===== src/rtl/player_bullet.sv =====
// Player bullet for the invaders playfield: fire-edge launch, one-row climb per
// move tick, retire on hit or top exit, saturating hit score.
module timer_1us #(
    parameter int SPEED = 20000
) (
    input  logic i_clk_25MHz,
    input  logic i_reset,
    output logic o_tick
);
    localparam int SW = $clog2(SPEED + 1);

    logic [4:0]    us_cnt;
    logic [SW-1:0] sp_cnt;
    logic          us_end;
    logic          sp_end;

    assign us_end = (us_cnt == 5'd24);
    assign sp_end = (sp_cnt == SW'(SPEED - 1));

    // 25 clocks make one microsecond; SPEED microseconds make one tick
    always_ff @(posedge i_clk_25MHz) begin
        if (i_reset) begin
            us_cnt <= '0;
            sp_cnt <= '0;
            o_tick <= 1'b0;
        end else begin
            o_tick <= us_end && sp_end;
            if (us_end) begin
                us_cnt <= '0;
                sp_cnt <= sp_end ? '0 : sp_cnt + 1'b1;
            end else begin
                us_cnt <= us_cnt + 1'b1;
            end
        end
    end
endmodule

module player_bullet #(
    parameter int         SPEED   = 20000,
    parameter logic [3:0] START_Y = 4'd14,
    parameter logic [4:0] MAX_X   = 5'd19
) (
    input  logic       i_clk_25MHz,
    input  logic       i_reset,
    input  logic       i_fire,
    input  logic [4:0] i_player_x,
    input  logic       i_hit,
    output logic [4:0] o_bullet_x,
    output logic [3:0] o_bullet_y,
    output logic       o_active,
    output logic       o_miss,
    output logic [7:0] o_hit_count
);
    typedef enum logic [1:0] {
        IDLE,
        FLYING,
        HITWAIT
    } state_t;

    state_t     state, state_n;
    logic       fire_q;
    logic       press;
    logic       tick;
    logic [4:0] x_n;
    logic [3:0] y_n;
    logic       active_n;
    logic       miss_n;
    logic [7:0] count_n;

    timer_1us #(.SPEED(SPEED)) u_timer (
        .i_clk_25MHz(i_clk_25MHz),
        .i_reset    (i_reset),
        .o_tick     (tick)
    );

    assign press = i_fire & ~fire_q;

    always_ff @(posedge i_clk_25MHz) begin
        if (i_reset) begin
            state       <= IDLE;
            fire_q      <= 1'b1;
            o_bullet_x  <= '0;
            o_bullet_y  <= '0;
            o_active    <= 1'b0;
            o_miss      <= 1'b0;
            o_hit_count <= '0;
        end else begin
            state       <= state_n;
            fire_q      <= i_fire;
            o_bullet_x  <= x_n;
            o_bullet_y  <= y_n;
            o_active    <= active_n;
            o_miss      <= miss_n;
            o_hit_count <= count_n;
        end
    end

    always_comb begin
        state_n  = state;
        x_n      = o_bullet_x;
        y_n      = o_bullet_y;
        active_n = o_active;
        miss_n   = 1'b0;
        count_n  = o_hit_count;
        unique case (state)
            IDLE: begin
                if (press && (i_player_x <= MAX_X)) begin
                    x_n      = i_player_x;
                    y_n      = START_Y;
                    active_n = 1'b1;
                    state_n  = FLYING;
                end
            end
            FLYING: begin
                // a hit outranks a tick, so a same-cycle top exit is never a miss
                if (i_hit) begin
                    if (o_hit_count != 8'hFF)
                        count_n = o_hit_count + 1'b1;
                    y_n      = '0;
                    active_n = 1'b0;
                    state_n  = HITWAIT;
                end else if (tick && (o_bullet_y == 4'd1)) begin
                    y_n      = '0;
                    active_n = 1'b0;
                    miss_n   = 1'b1;
                    state_n  = IDLE;
                end else if (tick) begin
                    y_n = o_bullet_y - 4'd1;
                end
            end
            HITWAIT: begin
                if (!i_hit)
                    state_n = IDLE;
            end
            default: begin
                state_n  = IDLE;
                y_n      = '0;
                active_n = 1'b0;
            end
        endcase
    end
endmodule

===== config.mk =====
export PLATFORM = sky130hd
export DESIGN_NAME = player_bullet
export DESIGN_NICKNAME = d
export VERILOG_FILES = /design/src/rtl/player_bullet.sv
export SDC_FILE = /design/constraint.sdc
export NUM_CORES = 1
export LEC_CHECK = 0
export CAP_MARGIN = 40
export CORE_MARGIN = 1
export CORE_UTILIZATION = 30
export DETAILED_ROUTE_END_ITERATION = 8
export PLACE_DENSITY = 0.61
export SLEW_MARGIN = 30
export SYNTH_ARGS = -nofsm -noshare
export SYNTH_HDL_FRONTEND = slang
export SYNTH_SLANG_ARGS = --single-unit

===== constraint.sdc =====
create_clock -name i_clk_25MHz -period 4.89 [get_ports i_clk_25MHz]
set_input_delay 0.978 -clock i_clk_25MHz [delete_from_list [all_inputs] [get_ports i_clk_25MHz]]
set_output_delay 0.978 -clock i_clk_25MHz [all_outputs]
set_load 0.02 [all_outputs]

==> flow_summary.yaml <==
grt:
  gr-total-overflow: 0
  antenna_found_initial: 0
  grt_util_all_layers_pct: 12.2
  grt_pass1_wl_um: 7020
  grt_max_degree: 37
  grt_pass1_vias: 1553
critical_path:
  start_kind: "primary input"
  worstSetupPathType: "in2reg"
  crit_fanout: 10
  required_ns: 5.12
  arrival_ns: 2.79
  critPathCaptureType: "flip-flop"
clocking:
  clock_latency_ns: 0.29
  holdBufCountCts: 0
  cts_tree: "built"
  cts.reportedPaths.clkPinSlew_ns: 0.08
  cts_made_buffers: 5
  cts_htree_levels: 2
  postCtsResizedCells: 0
  clk_path_buf_depth: 2
  clock_sinks: 43
  post-cts-setup-buffer-count: 0
  clockRootBuffer: "clkbuf_8"
power_and_ir_drop:
  combinationalPowerShare_pct: 7.5
  leakagePower_uw: 0.000902
  switching_power_uw: 147
  ir_drop_mv: 0.135
  power_frac_clock_pct: 34.7
  power_density_nw_per_um2: 254
  p_int_uw: 480
  swShare_pct: 23.5
  seq_power_share_pct: 57.8
placement:
  gp_congestion: 0.782
  pre_cts_ws_ns: 2.01
  port_buffers: 27
  dp_hpwl_um: 2840
floorplanning:
  start_util_pct: 31.8
  rows: 29
  die_w_um: 84.7
  die-area_um2: 7170
  ioPinCount: 28
  die_h_um: 84.7
  core_um2: 6460
status:
  outcome: "finished clean"
drt:
  wl_per_cell_um: 12.4
  ant_nets: 0
  met1_length_um: 2040
  routed.top_layer: "met4"
  wl_met2_um: 1850
  vias_per_cell: 5.04
  drt-total-wl_um: 4090
  vias: 1669
  wl_met3_um: 137
  drc: 0
  drt-initial-drc-count: 72
  first_pass_iters: 6
finish:
  mostFrequentLayoutCells: "dfxtp_1, nor2_1, clkdlybuf4s50_1, nand2_1, xnor2_1"
  final_common_cell: "dfxtp_1"
  nFillCells: 648
  areaGrowthSynthToFinish_pct: 20.2
  drive_gt1_share_pct: 6.30
  multi_input_area_um2: 1120
  regArea_um2: 861
  finalNetCount: 268
  antennaDiodeCount: 0
timing:
  slew_headroom_pct: 57.5
  drv_slew: 0
  tns_ns: 0
  setup_viol_count_final: 0
  worst_pin_slew_ns: 0.633
  timing_hold_violations_final: 0
  period_needed_ns: 2.56
  rsz0062_at_grt: "false"
  setup_slack_ns: 2.33
  min_period_over_period_pct: 52.4
  skew_ns: 0.00571
  fmax_mhz: 390
yosys:
  ys_seq_area_share_pct: 42.0
  synth_flop_cell: "dfxtp_1"
  syn_avg_cell_area_um2: 9.04
  synth_async_sr_flop_share_pct: 0
  synthCells: 227
  syn-num-nets: 242
  yosysUniqueCellTypes: 48
  netlist_area_um2: 2050
  ys_warn_count: 0
  synth-edff-count: 0
  ys_ff_latch: 43
hold_path:
  hold_class: "reg2reg"
flow_run:
  maxCapViolations: 0
cells by family after synthesis:
kind of cell | synth area share (%)
buf+inv | 3.48
mux | 4.45
simple gates | 29.0
compound gates | 10.2
fa+ha+maj | 3.66
flops | 42.0
xor+xnor | 7.26
cell type report:
type	count	share of cell area [%]
well taps	77	3.91
multi-input cells	167	45.4
inverters	8	1.22
flip-flops and latches	43	34.9
clock buffers	7	3.09
repair buffers	28	11.3
clock inverters	1	0.203
per-layer routing:
layer / up-vias / GRT usage, %
met5: - / 0
met4: 0 / 6.01
met3: 6 / 3.05
met2: 27 / 19.2
met1: 774 / 15.7
li1: 862 / -
path summary, 6_finish.rpt:
kind	from	to	slack (ns)	cells after the start
min	u_timer.sp_cnt[14]	u_timer.sp_cnt[14]	0.47	2
max	i_player_x[2]	o_bullet_y[1]	2.33	5
min reg2reg	u_timer.sp_cnt[14]	u_timer.sp_cnt[14]	0.47	2
max reg2reg	u_timer.us_cnt[0]	u_timer.sp_cnt[5]	3.07	6
cells in the mapped netlist, drive strengths merged (5+ instances only):
cell / number / area share (%)
nand3: 11 / 2.7
nand2: 14 / 2.6
ha: 6 / 3.7
nor3: 12 / 2.9
dfxtp: 43 / 42
nor2: 32 / 5.9
clkbuf: 5 / 0.91
inv: 8 / 1.5
nor4: 6 / 2.9
xnor2: 13 / 5.5
a21oi: 10 / 2.4
nand4: 6 / 2.6
mux2i: 8 / 3.9
registers in the layout, summed over array words and instances (netlist names):
signal,cells
u_timer.sp_cnt,15
o_hit_count,8
o_bullet_x,5
u_timer.us_cnt,5
o_bullet_y,4
state,2
fire_q,1
o_active,1
o_miss,1
u_timer.o_tick,1
through the flow:
step	instances	utilization [%]	hold WS, ns	instance area, um2	total power (uW)
4_1_cts	331	38.2	0.475	2470	637
2_1_floorplan	227	-	0.443	2050	398
5_1_grt	331	38.2	0.513	2470	655
3_5_place_dp	323	36.9	0.464	2380	418
6_report	331	38.2	0.472	2470	627
3_3_place_gp	323	36.9	0.459	2380	417
power groups by stage:
stage | registers [uW] | logic [uW] | clock network (uW)
5_1_grt | 363 | 51.9 | 239
6_report | 362 | 47.1 | 217
4_1_cts | 362 | 47.6 | 227
3_5_place_dp | 371 | 47.6 | 0
3_3_place_gp | 370 | 47.1 | 0
2_1_floorplan | 373 | 24.9 | 0
worst max-delay path, stage by stage:
cell and delay [ns]:
clkdlybuf4s50_1 0.41, o21ai_0 0.33, nand4b_1 0.52, a211o_1 0.41, a21oi_1 0.13
Note: power is estimated with default switching activity, not from simulation.
